## config.mk

```make
export PLATFORM = sky130hd
export DESIGN_NAME = inv_sqrt_arbiter
export DESIGN_NICKNAME = d
export VERILOG_FILES = /design/src/rtl/inv_sqrt_arbiter.sv
export SDC_FILE = /design/constraint.sdc
export NUM_CORES = 1
export LEC_CHECK = 0
export ABC_AREA = 1
export BUFFER_PORTS_ARGS = -buffer_cell sky130_fd_sc_hd__buf_2
export CORE_AREA = 5 5 129 131
export DETAILED_ROUTE_END_ITERATION = 7
export DIE_AREA = 0 0 134 136
export PLACE_DENSITY_LB_ADDON = 0.05
export REMOVE_ABC_BUFFERS = 1
export SYNTH_ARGS = -nofsm -noshare
export SYNTH_HDL_FRONTEND = slang
export SYNTH_SLANG_ARGS = --single-unit
```

## constraint.sdc

```tcl
create_clock -name clk -period 5.4 [get_ports clk]
set_clock_uncertainty 0.15 [all_clocks]
set_input_delay 0.27 -clock clk [delete_from_list [all_inputs] [get_ports clk]]
set_output_delay 0.27 -clock clk [all_outputs]
set_load 0.02 [all_outputs]
```

## src/rtl/inv_sqrt_arbiter.sv

```systemverilog
// -----------------------------------------------------------------------------
// inv_sqrt_arbiter
//
// Shares one pipelined inv_sqrt unit (Q8.24, fixed latency, no backpressure)
// between NUM_REQ ray-marcher lanes. A round-robin arbiter grants at most one
// lane per cycle. The grant is registered into the unit's input, and a
// requester-ID tag travels down a shift pipeline matched to the unit latency,
// so each result can be routed back to its owner. A drain sequence lets the
// scheduler quiesce the unit before a frame or configuration change.
//
// Optional feature (compile-time macro ISQ_ZERO_BYPASS_EN):
//   When defined, a granted request with x == 0 is not sent to the unit.
//   Its tag carries byp=1, and it returns the saturated value 0x7FFFFFFF with
//   the same latency as a real result, so ordering is preserved.
//   When undefined, x == 0 is issued normally and the tag has no byp bit.
//
// Ports:
//   clk            clock
//   rst            asynchronous reset, active-low
//   req_valid      per-lane request
//   req_x          per-lane operand, lane i at [i*WIDTH +: WIDTH]
//   req_ready      one-hot grant (combinational, depends on req_valid)
//   resp_valid     one-hot result strobe (lanes always accept)
//   resp_data      result, shared by all lanes (holds between responses)
//   isq_valid_in   to inv_sqrt valid_in
//   isq_x          to inv_sqrt x (holds when nothing is issued)
//   isq_valid_out  from inv_sqrt valid_out
//   isq_result     from inv_sqrt result
//   drain_req      stop granting and empty the pipeline
//   drain_done     high while drained
//   busy           requests in flight
//   err_sync       sticky: tag pipeline and unit valid disagreed
// -----------------------------------------------------------------------------
module inv_sqrt_arbiter #(
    parameter int NUM_REQ = 4,
    parameter int WIDTH   = 32,
    parameter int LATENCY = 3
) (
    input  logic                     clk,
    input  logic                     rst,
    input  logic [NUM_REQ-1:0]       req_valid,
    input  logic [NUM_REQ*WIDTH-1:0] req_x,
    output logic [NUM_REQ-1:0]       req_ready,
    output logic [NUM_REQ-1:0]       resp_valid,
    output logic [WIDTH-1:0]         resp_data,
    output logic                     isq_valid_in,
    output logic [WIDTH-1:0]         isq_x,
    input  logic                     isq_valid_out,
    input  logic [WIDTH-1:0]         isq_result,
    input  logic                     drain_req,
    output logic                     drain_done,
    output logic                     busy,
    output logic                     err_sync
);

    localparam int ID_W  = $clog2(NUM_REQ);
    localparam int CNT_W = $clog2(LATENCY + 2);

    typedef enum logic [1:0] {
        ST_ACTIVE,
        ST_DRAIN,
        ST_DRAINED
    } state_t;

    state_t             state_q, state_d;
    logic [ID_W-1:0]    rr_ptr_q, rr_ptr_d;
    logic [CNT_W-1:0]   inflight_q, inflight_d;
    logic               isq_valid_in_q, isq_valid_in_d;
    logic [WIDTH-1:0]   isq_x_q, isq_x_d;
    logic [NUM_REQ-1:0] resp_valid_q, resp_valid_d;
    logic [WIDTH-1:0]   resp_data_q, resp_data_d;
    logic               err_sync_q, err_sync_d;

    // Tag pipeline: stage 0 is written at the handshake, stage LATENCY is the
    // head and lines up with isq_valid_out of the same transaction.
    logic               tag_v_q  [0:LATENCY];
    logic               tag_v_d  [0:LATENCY];
    logic [ID_W-1:0]    tag_id_q [0:LATENCY];
    logic [ID_W-1:0]    tag_id_d [0:LATENCY];
`ifdef ISQ_ZERO_BYPASS_EN
    logic               tag_byp_q [0:LATENCY];
    logic               tag_byp_d [0:LATENCY];
    localparam logic [WIDTH-1:0] BYP_VAL = {1'b0, {(WIDTH-1){1'b1}}};
`endif

    logic               grant_found;
    logic [ID_W-1:0]    grant_id;
    logic [ID_W-1:0]    cand_id;
    logic [NUM_REQ-1:0] grant_oh;
    logic [WIDTH-1:0]   sel_x;
    logic               hs;
    logic               issue;
    logic               head_v;
    logic [ID_W-1:0]    head_id;
    logic               head_byp;

    // Round-robin search starting one past the last granted lane. Granting
    // stops as soon as drain_req is seen so no new work enters during a drain.
    always_comb begin
        grant_found = 1'b0;
        grant_id    = '0;
        cand_id     = '0;
        grant_oh    = '0;
        if (state_q == ST_ACTIVE && !drain_req) begin
            for (int k = 1; k <= NUM_REQ; k++) begin
                cand_id = ID_W'((int'(rr_ptr_q) + k) % NUM_REQ);
                if (!grant_found && req_valid[cand_id]) begin
                    grant_found = 1'b1;
                    grant_id    = cand_id;
                end
            end
        end
        if (grant_found) begin
            grant_oh[grant_id] = 1'b1;
        end
    end

    assign hs     = grant_found;
    assign sel_x  = req_x[int'(grant_id)*WIDTH +: WIDTH];
    assign head_v  = tag_v_q[LATENCY];
    assign head_id = tag_id_q[LATENCY];

`ifdef ISQ_ZERO_BYPASS_EN
    assign issue    = hs && (sel_x != '0);
    assign head_byp = tag_byp_q[LATENCY];
`else
    assign issue    = hs;
    assign head_byp = 1'b0;
`endif

    // Datapath next-state: unit issue, tag shift, response routing,
    // in-flight accounting and the sticky sync-error flag.
    always_comb begin
        isq_valid_in_d = issue;
        isq_x_d        = issue ? sel_x : isq_x_q;
        rr_ptr_d       = hs ? grant_id : rr_ptr_q;

        tag_v_d[0]  = hs;
        tag_id_d[0] = grant_id;
        for (int i = 1; i <= LATENCY; i++) begin
            tag_v_d[i]  = tag_v_q[i-1];
            tag_id_d[i] = tag_id_q[i-1];
        end
`ifdef ISQ_ZERO_BYPASS_EN
        tag_byp_d[0] = hs && (sel_x == '0);
        for (int i = 1; i <= LATENCY; i++) begin
            tag_byp_d[i] = tag_byp_q[i-1];
        end
`endif

        resp_valid_d = '0;
        resp_data_d  = resp_data_q;
        if (head_v) begin
            resp_valid_d[head_id] = 1'b1;
`ifdef ISQ_ZERO_BYPASS_EN
            resp_data_d = head_byp ? BYP_VAL : isq_result;
`else
            resp_data_d = isq_result;
`endif
        end

        // A response leaves the count at the head cycle, when it is registered.
        inflight_d = inflight_q;
        if (hs && !head_v) begin
            inflight_d = inflight_q + CNT_W'(1);
        end else if (!hs && head_v) begin
            inflight_d = inflight_q - CNT_W'(1);
        end

        // A result arriving without a matching tag (or a tag with no result)
        // means the unit and the pipeline have lost alignment.
        err_sync_d = err_sync_q | ((head_v & ~head_byp) != isq_valid_out);
    end

    // Drain FSM. Leaving DRAINED only needs drain_req low; granting resumes
    // the cycle after that.
    always_comb begin
        state_d = state_q;
        case (state_q)
            ST_ACTIVE: begin
                if (drain_req) begin
                    state_d = (inflight_q == '0) ? ST_DRAINED : ST_DRAIN;
                end
            end
            ST_DRAIN: begin
                if (inflight_q == '0) begin
                    state_d = ST_DRAINED;
                end
            end
            ST_DRAINED: begin
                if (!drain_req) begin
                    state_d = ST_ACTIVE;
                end
            end
            default: state_d = ST_ACTIVE;
        endcase
    end

    always_ff @(posedge clk or negedge rst) begin
        if (!rst) begin
            state_q        <= ST_ACTIVE;
            rr_ptr_q       <= ID_W'(NUM_REQ - 1);
            inflight_q     <= '0;
            isq_valid_in_q <= 1'b0;
            isq_x_q        <= '0;
            resp_valid_q   <= '0;
            resp_data_q    <= '0;
            err_sync_q     <= 1'b0;
            for (int i = 0; i <= LATENCY; i++) begin
                tag_v_q[i]  <= 1'b0;
                tag_id_q[i] <= '0;
            end
        end else begin
            state_q        <= state_d;
            rr_ptr_q       <= rr_ptr_d;
            inflight_q     <= inflight_d;
            isq_valid_in_q <= isq_valid_in_d;
            isq_x_q        <= isq_x_d;
            resp_valid_q   <= resp_valid_d;
            resp_data_q    <= resp_data_d;
            err_sync_q     <= err_sync_d;
            for (int i = 0; i <= LATENCY; i++) begin
                tag_v_q[i]  <= tag_v_d[i];
                tag_id_q[i] <= tag_id_d[i];
            end
        end
    end

`ifdef ISQ_ZERO_BYPASS_EN
    always_ff @(posedge clk or negedge rst) begin
        if (!rst) begin
            for (int i = 0; i <= LATENCY; i++) begin
                tag_byp_q[i] <= 1'b0;
            end
        end else begin
            for (int i = 0; i <= LATENCY; i++) begin
                tag_byp_q[i] <= tag_byp_d[i];
            end
        end
    end
`endif

    assign req_ready    = grant_oh;
    assign resp_valid   = resp_valid_q;
    assign resp_data    = resp_data_q;
    assign isq_valid_in = isq_valid_in_q;
    assign isq_x        = isq_x_q;
    assign drain_done   = (state_q == ST_DRAINED);
    assign busy         = (inflight_q != '0);
    assign err_sync     = err_sync_q;

endmodule

```

# After elaboration in Yosys (flattened, before gate mapping)

Cells that the tools add are included.

Output and inout bits: 76
Register bits: 88
RAM bits: 0
Bits of input ports: 168
Memories kept: 0
Bits in latches: 0
ROM bits: 0

Reduce and logical (&&, ||, !) cells: 19
Order comparisons: 8
Equal/unequal tests: 6
$mul: 0
Mux-type cells: 34
Div/mod/pow operators: 0
Bitwise logic cells: 1
Shift-type cells: 1
$add $sub $neg: 6

Operators by type and width:

| operator                                                                            | count |
|---|---|
| 128-bit by 8-bit indexed part select with 32-bit output                             | 1 |
| 2-bit by 3-bit < comparator with 1-bit output, second input constant                | 6 |
| 2-bit two-way mux                                                                   | 9 |
| 1-bit two-way mux                                                                   | 14 |
| 1-bit binary-select mux with 2-bit select                                           | 4 |
| 1-bit logical AND                                                                   | 8 |
| 4-bit two-way mux                                                                   | 2 |
| 1-bit zero test                                                                     | 6 |
| 3-bit two-way mux                                                                   | 2 |
| 2-bit inequality test, second input constant                                        | 3 |
| 2-bit case mux with 3 select lines                                                  | 1 |
| 2-bit by 1-bit adder with 2-bit output, second input constant                       | 2 |
| 2-bit adder, second input constant                                                  | 2 |
| 1-bit demux with 2-bit select                                                       | 2 |
| 2-bit by 1-bit greater-or-equal comparator with 1-bit output, second input constant | 2 |
| 3-bit by 1-bit adder with 3-bit output, second input constant                       | 1 |
| 3-bit zero test                                                                     | 1 |
| 3-bit AND reduction                                                                 | 1 |
| 3-bit nonzero test                                                                  | 1 |
| 3-bit by 1-bit subtractor with 3-bit output, second input constant                  | 1 |
| 2-bit by 1-bit == test with 1-bit output, second input constant                     | 1 |
| 2-bit == test, second input constant                                                | 1 |
| 2-bit zero test                                                                     | 1 |
| 2-bit nonzero test                                                                  | 1 |
| other kinds (2)                                                                     | 2 |

# Depth between registers and ports, before layout

Gate-level depths: netlist of the first run.

Depth in word-level cells: 22
Gate-level depth with buffers: 18
Gate-level depth less buffers: 15

# Worst setup path after synthesis of the first run

OpenSTA, ideal clock, no wires.

Kind: flip-flop to flip-flop
Start: register rr_ptr_q[0]
End: register inflight_q[1]
Clock period less this slack: 2.978 ns
Buffers on the path: 3
Setup time: 0.125 ns
Arrival time: 2.704 ns
Slack: 2.422 ns
Stages on the path, launching flop included: 17
Data required time: 5.125 ns
Path through: dfstp_2 > buf_4 > inv_2 > buf_6 > nand2_1 > nand2_1 > nand2_1 > nand2_2 > nor2_4 > nand4_1 > nand2_1 > clkinv_1 > buf_2 > ha_1 > inv_1 > fa_1 > mux2_2

RTL lines:

| element                                   | RTL line | text |
|---|---|---|
| start, declared                           | 66       | `logic [ID_W-1:0] rr_ptr_q, rr_ptr_d;` |
| start signal, assigned                    | 202      | `rr_ptr_q <= ID_W'(NUM_REQ - 1);` |
| start signal, assigned                    | 215      | `rr_ptr_q <= rr_ptr_d;` |
| 2-bit by 1-bit adder with 2-bit output    | 106      | `cand_id = ID_W'((int'(rr_ptr_q) + k) % NUM_REQ);` |
| 1-bit binary-select mux with 2-bit select | 107      | `if (!grant_found && req_valid[cand_id]) begin` |
| 1-bit two-way mux (not written as such)   | 107      |  |
| 1-bit two-way mux                         | 107      |  |
| 1-bit two-way mux                         | 104      | `if (state_q == ST_ACTIVE && !drain_req) begin` |
| 1-bit zero test                           | 107      |  |
| 1-bit logical AND                         | 107      |  |
| 1-bit two-way mux                         | 107      |  |
| [... 5 more ...]                          | --       |  |
| 1-bit zero test                           | 107      |  |
| 1-bit logical AND                         | 107      |  |
| 1-bit two-way mux *                       | 107      |  |
| 1-bit two-way mux *                       | 104      |  |
| net grant_found                           | 86       | `logic grant_found;` |
| 1-bit logical AND *                       | 164      | `if (hs && !head_v) begin` |
| 3-bit two-way mux *                       | 164      |  |
| net inflight_d[1]                         | 67       | `logic [CNT_W-1:0] inflight_q, inflight_d;` |
| end signal, assigned                      | 216      | `inflight_q <= inflight_d;` |
| end, declared                             | 67       |  |

The timed path passes the listed nets; every way through them passes the cells marked *. The select of a mux whose other input is x is not followed.
A chain may end at the register's enable or synchronous reset.

# Final worst setup path of the first run

Start: register rr_ptr_q[0]
End: output req_ready[0]

Longest elaborated chain between the ends: 22

RTL lines:

| element                                                                                                                                             | RTL line | text |
|---|---|---|
| 2-bit by 1-bit adder with 2-bit output                                                                                                              | 106      |  |
| 1-bit binary-select mux with 2-bit select                                                                                                           | 107      |  |
| 1-bit two-way mux (not written as such)                                                                                                             | 107      |  |
| 1-bit two-way mux                                                                                                                                   | 107      |  |
| 1-bit two-way mux                                                                                                                                   | 104      |  |
| 1-bit zero test                                                                                                                                     | 107      |  |
| 1-bit logical AND                                                                                                                                   | 107      |  |
| 1-bit two-way mux                                                                                                                                   | 107      |  |
| [... 6 more ...]                                                                                                                                    | --       |  |
| 1-bit logical AND                                                                                                                                   | 107      |  |
| 2-bit two-way mux                                                                                                                                   | 107      |  |
| 2-bit two-way mux                                                                                                                                   | 104      |  |
| 2-bit by 3-bit < comparator with 1-bit output (not written as such) or 2-bit by 1-bit greater-or-equal comparator with 1-bit output (tied branches) | 114      | `grant_oh[grant_id] = 1'b1;` |
| 1-bit logical AND (not written as such)                                                                                                             | 114      |  |
| 1-bit two-way mux (not written as such)                                                                                                             | 114      |  |
| 1-bit demux with 2-bit select                                                                                                                       | 114      |  |
| 4-bit two-way mux *                                                                                                                                 | 113      | `if (grant_found) begin` |
| end, declared                                                                                                                                       | 43       | `output logic [NUM_REQ-1:0] req_ready,` |

Every way passes the cells marked *; elsewhere a longest branch is shown, timed or not. The select of a mux whose other input is x is not followed.

==> impl_metrics.yaml, run 1 <==
worst_setup_path:
  crit_top_cell: "nand2_1"
  slowest_delay_ns: 0.62
  cp.required_ns: 4.98
  crit_type: "reg2out"
  critPathLaunchType: "flop"
  cp_slowest_cell: "dfstp_2"
  path_cells: "inv_2 -> nand2_1 -> nand2_1 -> nand2_1 -> nand2_2 -> nor2_4 -> nand3_1 -> nand2_1 -> inv_1 -> nand2_2 -> inv_2 -> nor3_1 -> buf_2"
  cp-end-kind: "primary output"
  worstRegToRegCells: 14
  cp.arrival_ns: 3.26
  cp_max_fo: 37
power:
  p_int_uw: 1990
  power.switching_uw: 1820
  switching_share_pct: 47.7
  powerDensity_mw_per_mm2: 536
  clkPwrFrac_pct: 18.4
  leakage_uw: 0.00444
  p_seq_share_pct: 30.0
  pwr-share-comb_pct: 51.7
  vdd_drop_max_uv: 357
  power_uw: 3810
cts:
  root_buffer: "clkbuf_16"
  cts_buffers: 9
  htreeDepth: 3
  cts_tree: "done"
  worstSkewPairLatency_ns: 0.33
  clk_path_buf_depth: 2
  clkTransAtPathRegs_ns: 0.07
  clock_sinks: 88
  post_cts_resized: 0
detailed_routing:
  via_per_inst: 4.58
  drt_pre_antenna_iters: 4
  remaining_drc_errors: 0
  routed_wirelength_microns: 16400
  routedWlPerCell_microns: 13.5
  ant_nets: 0
  first_iter_violations: 250
  vias: 5576
finish:
  final_core_util_pct: 45.9
  antenna_cells: 0
  layout.cells.most_common: "nand2_1"
  drive_gt1_share_pct: 27.4
  most-common-layout-cells: "nand2_1 (324), buf_2 (242), inv_1 (143)"
  design.final.nets: 1190
  stdcell_area_sq_mm: 0.00710
  layout.cells.non_filler: 1217
  areaGrowthSynthToFinish_pct: 35.6
placement:
  placed_cells_incl_taps: 1173
  port_buffers: 243
  place_area_sq_mm: 0.00648
  routabilityCongestion: 0.752
  dp.final_hpwl_microns: 11300
sta:
  rsz0062_at_grt: "no"
  worst_pin_slew_ns: 1.04
  fmax_mhz: 272
  hold_viol: 0
  finalCriticalPeriod_ns: 3.68
  slew_violations: 0
  period_share_pct: 68.1
  slew_headroom_pct: 30.9
  finalSetupViolations: 0
floorplanning:
  top_level_ports: 244
  fp.dieW_microns: 134
  fp.dieArea_sq_mm: 0.0182
  core_area_sq_mm: 0.0155
  start_util_pct: 33.8
  die_h_microns: 136
  rows: 46
run:
  cap_viol_max_count: 0
synth:
  seq_area_frac_synth_pct: 42.1
  ys_types: 25
  yosysWarningCount: 0
  syn_area_sq_mm: 0.00524
  ys_seq_elements: 88
  synth_cells: 780
  syn_avg_cell_area_sq_um: 6.72
grt:
  antenna_found_initial: 0
  grt_pass1_wl_microns: 27000
  grt_pass1_vias: 5527
  grt_max_degree: 65
  grt_use_total_pct: 18.0
  overflow: 0
worst_hold_path:
  holdPathStages: 3
  hold_class: "in2reg"
status:
  status: "finished, final reports clean"
cells in the mapped netlist:
master / n / area share, %
xnor2_1: 2 / 0.33
nand2_1: 326 / 23
buf_6: 5 / 1.1
a21oi_1: 3 / 0.29
nor2_1: 6 / 0.43
mux2_2: 1 / 0.21
nand4_1: 66 / 7.9
clkinv_1: 1 / 0.072
o21ai_0: 5 / 0.48
clkbuf_1: 20 / 1.4
dfrtp_1: 86 / 41
nand3_1: 72 / 6.9
nor3_1: 7 / 0.67
inv_2: 3 / 0.21
nand3_2: 2 / 0.38
nor2_4: 1 / 0.21
buf_4: 10 / 1.4
dfstp_2: 2 / 1.0
fa_1: 1 / 0.38
nand2_2: 2 / 0.24
ha_1: 1 / 0.24
buf_1: 1 / 0.072
buf_2: 13 / 1.2
inv_1: 143 / 10
clkbuf_4: 1 / 0.14
flip-flops by register name (all words and copies together), names as in the netlist:
signal      count
inflight_q      3
tag_id_d        6
resp_data      32
tag_v_d         3
state_q         2
head_v          1
resp_valid      4
isq_x          32
err_sync        1
head_id         2
rr_ptr_q        2
power groups by stage:
stage	registers [uW]	logic (uW)	clock network (uW)
floorplan	1420	993	0
global placement	1140	1990	0
detailed placement	1150	1980	0
CTS	1140	2000	725
global route	1180	2220	747
finish	1140	1970	699
logic make-up after synthesis:
logic type | synth area share [%]
simple gates | 40.1
fa+ha+maj | 0.621
mux | 0.215
xor+xnor | 0.334
compound gates | 0.764
buf+inv | 15.9
flops | 42.1
path summary, 6_finish.rpt:
kind                                     start             to  slack, ns
min in group asynchronous                  rst       err_sync       0.31
worst min-delay path            isq_result[31]  resp_data[31]       0.01
worst max-delay path               rr_ptr_q[0]   req_ready[0]       1.72
worst max register to register     rr_ptr_q[0]       isq_x[1]       2.20
worst min register to register     tag_id_d[0]     head_id[0]       0.20
max in group asynchronous                  rst      isq_x[29]       3.77
metal layers:
layer	part of all wire [%]	up-vias	track usage [%]
li1	-	2864	-
met1	45	2484	23.4
met2	45	212	29.0
met3	8.5	16	5.11
met4	1.5	0	5.71
met5	0	-	0
worst max-delay path, delay by kind of cell, from the launching register on:
family	cells	cell delay [ns]
flops	1	0.62
buf+inv	4	0.87
simple gates	9	1.43
stage by stage:
step | worst slack, ns | hold slack (ns) | TNS, ns
detailed placement | 2.03 | 0.155 | 0
floorplan | -2.01 | -0.176 | -47.59
finish | 1.72 | 0.0124 | 0
global placement | 2.07 | 0.153 | 0
global route | 1.36 | 0.0120 | 0
CTS | 1.65 | 0.00161 | 0
repair_timing:
item | 4_1_cts | 5_1_grt
hold buffers | 28 | 0
endpoints found under the hold margin | 69 | 0
setup buffers | 0 | 0
layout make-up:
type	instances	area (sq um)
Fill cell	1628	8380
Tap cell	192	240
Multi-Input combinational cell	495	2210
Sequential cell	88	2200
Timing Repair Buffer	279	1560
Inverter	147	552
Clock buffer	10	239
Clock inverter	6	100
(Power assumes the default switching activity.)
==> run 2, diff against run 1 <==
- clock period: 5.4 -> 2.9 ns (I/O delays scaled with it)
==> impl_metrics.yaml, run 2 (same netlist as run 1, synthesis figures left out) <==
status:
  status: "finished, final reports clean"
finish:
  areaGrowthSynthToFinish_pct: 38.1
  drive_gt1_share_pct: 27.8
  seq_area_sq_mm: 0.00220
  stdcell_area_sq_mm: 0.00724
  layout.cells.most_common: "nand2_1"
  antenna_cells: 0
  layout.cells.non_filler: 1233
  multi_input_area_sq_mm: 0.00222
  final_core_util_pct: 46.7
  design.final.nets: 1206
  nFillCells: 1614
  most-common-layout-cells: "nand2_1 (324), buf_2 (242), inv_1 (143)"
worst_setup_path:
  path_cells: "inv_2 -> nand2_1 -> nand2_1 -> nand2_1 -> nand2_2 -> nor2_4 -> nand3_1 -> nand2_1 -> inv_1 -> nand2_2 -> clkbuf_8 -> nand2_1 -> inv_1 -> buf_2"
  crit_type: "reg2out"
  critPathLaunchType: "flop"
  cp-end-kind: "primary output"
  cp.arrival_ns: 2.38
  cp.required_ns: 2.61
  cp_max_fo: 36
  slowest_delay_ns: 0.60
  cp_slowest_cell: "dfstp_2"
  crit_top_cell: "nand2_1"
cts:
  cts_tree: "done"
  clk_path_buf_depth: 2
  clkTransAtPathRegs_ns: 0.07
  cts_buffers: 9
  worstSkewPairLatency_ns: 0.34
  clock_sinks: 88
  root_buffer: "clkbuf_16"
  htreeDepth: 3
power:
  power.switching_uw: 3460
  clkPwrFrac_pct: 16.5
  powerDensity_mw_per_mm2: 985
  vdd_drop_max_uv: 576
  p_int_uw: 3670
  switching_share_pct: 48.5
  p_seq_share_pct: 28.9
  leakage_uw: 0.00449
  pwr-share-comb_pct: 54.6
floorplanning:
  top_level_ports: 244
  core_area_sq_mm: 0.0155
  die_h_microns: 136
  start_util_pct: 33.8
  fp.dieArea_sq_mm: 0.0182
  rows: 46
  fp.dieW_microns: 134
placement:
  routabilityCongestion: 0.810
  port_buffers: 243
  dp.final_hpwl_microns: 11500
  placed_cells_incl_taps: 1181
  place_area_sq_mm: 0.00656
  dp_slack_ns: 0.233
detailed_routing:
  routedWlPerCell_microns: 13.6
  routed_wirelength_microns: 16700
  first_iter_violations: 271
  highest-signal-layer: "met4"
  wl_met1_microns: 7690
  vias: 5660
  via_per_inst: 4.59
  remaining_drc_errors: 0
  drt_pre_antenna_iters: 6
  ant_nets: 0
  wl_met2_microns: 7560
  wl_met3_microns: 1280
grt:
  overflow: 0
  antenna_found_initial: 0
  grt_use_total_pct: 18.0
  grt_pass1_wl_microns: 26800
  grt_pass1_vias: 5470
  grt_max_degree: 65
sta:
  slew_violations: 0
  finalCriticalPeriod_ns: 2.68
  finalSetupViolations: 0
  whs_ns: 0.0355
  period_share_pct: 92.4
  hold_viol: 0
  fmax_mhz: 373
  worst_pin_slew_ns: 0.733
  fin_ws_ns: 0.220
  slew_headroom_pct: 51.1
run:
  cap_viol_max_count: 0
worst_hold_path:
  hold_class: "in2reg"
[run 2: cell count changes in the layout (fill, tap and decap cells not counted), sizes merged]
cell         delta
dlygate4sd3     +7
clkinv          -1
clkinvlp        +2
clkbuf          +1
bufinv          -1
buf             +8
[run 2: path summary, 6_finish.rpt]
check | from | endpoint | cells after the start | slack, ns
max | rr_ptr_q[1] | req_ready[1] | 14 | 0.22
min | req_x[30] | isq_x[30] | 7 | 0.04
max reg2reg | rr_ptr_q[1] | inflight_q[1] | 13 | 0.27
min reg2reg | tag_v_d[1] | tag_v_d[0] | 0 | 0.19
max in group asynchronous | rst | isq_x[7] | 3 | 1.75
min in group asynchronous | rst | err_sync | 2 | 0.20
[run 2: timing repair]
action                     4_1_cts  5_1_grt
hold buffers                    35        0
setup buffers                    0        1
setup endpoints to repair        0        5
hold endpoints to repair        71        0
gates resized for setup          0        7
[run 2: stage by stage]
step	setup TNS (ns)	power, uW
2_1_floorplan	-156.67	4480
3_3_place_gp	0	5940
3_5_place_dp	0	5920
4_1_cts	0	7170
5_1_grt	-0.00516	7740
6_report	0	7130
[run 2: worst max-delay path, delay by kind of cell, from the launching register on]
| kind | cells | cell delay [ns] |
|---|---|---|
| buffers and inverters | 5 | 0.64 |
| DFF | 1 | 0.60 |
| and+or+nand+nor | 9 | 0.80 |
[run 2: layer usage]
metal  global-route usage (%)  up-vias
met5                        0        -
met1                     23.9     2562
met2                     28.5      188
met4                     5.03        0
met3                     5.33       11
li1                         -     2899
[run 2: cell type report]
class | instances | area share [%]
multi-input cells | 495 | 30.6
flip-flops and latches | 88 | 30.5
repair buffers | 295 | 23.8
inverters | 147 | 7.66
well taps | 192 | 3.32
clock buffers | 10 | 3.16
clock inverters | 6 | 0.934
[run 2: power by group through the flow]
stage          Combinational, uW  Sequential (uW)  Clock, uW
5_1_grt                     4340             2120       1280
2_1_floorplan               1850             2640          0
6_report                    3890             2060       1180
3_5_place_dp                3840             2080          0
3_3_place_gp                3860             2080          0
4_1_cts                     3880             2070       1230
==> run 3, diff against run 2 <==
--- a/config.mk
+++ b/config.mk
@@ -10,2 +10,3 @@
 export CORE_AREA = 5 5 129 131
+export CTS_BUF_LIST = sky130_fd_sc_hd__clkbuf_8 sky130_fd_sc_hd__clkbuf_16
 export DETAILED_ROUTE_END_ITERATION = 7
@@ -13,2 +14,3 @@
 export PLACE_DENSITY_LB_ADDON = 0.05
+export RECOVER_POWER = 50
 export REMOVE_ABC_BUFFERS = 1
==> constraint.sdc (replaced) <==
create_clock -name clk -period 2.9 [get_ports clk]
set_clock_uncertainty 0.15 [all_clocks]
set_input_delay 0.29 -clock clk [delete_from_list [all_inputs] [get_ports clk]]
set_output_delay 0.29 -clock clk [all_outputs]
set_load 0.02 [all_outputs]
==> impl_metrics.yaml, run 3 (same netlist as run 1, synthesis figures left out) <==
sta:
  slew_violations: 39
  whs_ns: 0.0162
  rsz0062_at_grt: "no"
  finalSetupViolations: 0
  hold_viol: 0
  fmax_mhz: 365
  slew_headroom_pct: -10.9
  fin_ws_ns: 0.163
  period_share_pct: 94.4
  worst_pin_slew_ns: 1.66
  finalCriticalPeriod_ns: 2.74
worst_setup_path:
  crit_cells: 11
  path_cells: "buf_4 -> nand2_1 -> nand3_1 -> nand2_1 -> nor2_4 -> nand3_2 -> nand2_4 -> nand3_4 -> buf_12 -> nor2_1 -> buf_2"
  cp.arrival_ns: 2.30
  crit_top_cell: "nand2_1"
  slowest_delay_ns: 0.61
  worstRegToRegCells: 12
  critPathLaunchType: "flop"
  cp_slowest_cell: "dfstp_2"
  critPathBufInv: 3
  worstReg2RegStart: "rr_ptr_q[0]"
  cp_top_family: "simple AND/OR/NAND/NOR gates"
  cp.required_ns: 2.46
  cp_max_fo: 30
  crit_type: "reg2out"
  crit_start: "rr_ptr_q[0]"
  cp-end-kind: "primary output"
finish:
  design.final.nets: 1191
  areaGrowthSynthToFinish_pct: 34.5
  layout.cells.non_filler: 1217
  layout.cells.most_common: "nand2_1"
  most-common-layout-cells: "nand2_1 (323), buf_2 (198), inv_1 (144)"
  antenna_cells: 0
  stdcell_area_sq_mm: 0.00705
  drive_gt1_share_pct: 24.1
  final_core_util_pct: 45.5
floorplanning:
  start_util_pct: 33.8
  top_level_ports: 244
  fp.dieArea_sq_mm: 0.0182
  die_h_microns: 136
  core_area_sq_mm: 0.0155
  rows: 46
  fp.dieW_microns: 134
placement:
  dp.final_hpwl_microns: 11900
  place_area_sq_mm: 0.00658
  port_buffers: 243
  routabilityCongestion: 0.817
  placed_cells_incl_taps: 1182
  dp_slack_ns: 0.219
status:
  status: "finished, violations left"
  violations: "capacitance limit, slew limit"
worst_hold_path:
  min_from: "isq_result[20]"
  holdPathStages: 3
  hold_class: "in2reg"
cts:
  cts_tree: "done"
  clk_path_buf_depth: 2
  clkTransAtPathRegs_ns: 0.06
  clock_sinks: 88
  cts_buffers: 9
  htreeDepth: 3
  root_buffer: "clkbuf_16"
  worstSkewPairLatency_ns: 0.33
detailed_routing:
  first_iter_violations: 251
  vias: 5592
  routedWlPerCell_microns: 13.8
  routed_wirelength_microns: 16800
  via_per_inst: 4.59
  remaining_drc_errors: 0
  drt_pre_antenna_iters: 4
  ant_nets: 0
power:
  powerDensity_mw_per_mm2: 1010
  leakage_uw: 0.00431
  vdd_drop_max_uv: 645
grt:
  grt_pass1_wl_microns: 26800
  overflow: 0
  grt_pass1_vias: 5325
  antenna_found_initial: 1
  grt_max_degree: 65
  grt_use_total_pct: 18.1
run:
  cap_viol_max_count: 1
## run 3: path summary, 6_finish.rpt
check	to	slack [ns]
worst max-delay path	req_ready[3]	0.16
worst min-delay path	resp_data[20]	0.02
worst max register to register	inflight_q[1]	0.25
worst min register to register	tag_id_d[0]	0.20
max in group asynchronous	inflight_q[0]	1.26
min in group asynchronous	err_sync	0.51
## run 3: final cells by class
| cell class | instances | area [sq um] |
|---|---|---|
| well taps | 192 | 240 |
| multi-input cells | 495 | 2230 |
| flip-flops and latches | 88 | 2200 |
| inverters | 147 | 554 |
| repair buffers | 280 | 1530 |
| clock inverters | 5 | 56.3 |
| fillers | 1641 | 8440 |
| clock buffers | 10 | 239 |
## run 3: tightest hold or removal path, cell delays in order
cell and delay (ns):
buf_2 0.07, nand2_1 0.04, nand2_1 0.06
## run 3: power by group
group	internal [uW]	leakage [uW]	switching, uW
sequential	1780	0.00110	293
clock	688	0.000151	482
combinational	1180	0.00305	2690
## run 3: repair_timing
| item | CTS | global route |
|---|---|---|
| hold buffers | 18 | 0 |
| gates resized for setup | 1 | 9 |
| setup buffers | 0 | 2 |
| hold endpoints to repair | 52 | 0 |
| endpoints found under the setup margin | 1 | 4 |
| pin swaps | 0 | 0 |
## run 3: metrics by stage
stage | TNS (ns) | power [uW]
floorplan | -157.25 | 4480
global placement | 0 | 5950
detailed placement | 0 | 5970
CTS | 0 | 7200
global route | 0 | 7730
finish | 0 | 7120
## run 3: routing by layer
layer  GRT usage [%]  part of all wire (%)
met5               0                 0.077
met4            5.49                   1.4
met3            5.14                   8.5
met2            28.6                    44
met1            24.3                    46
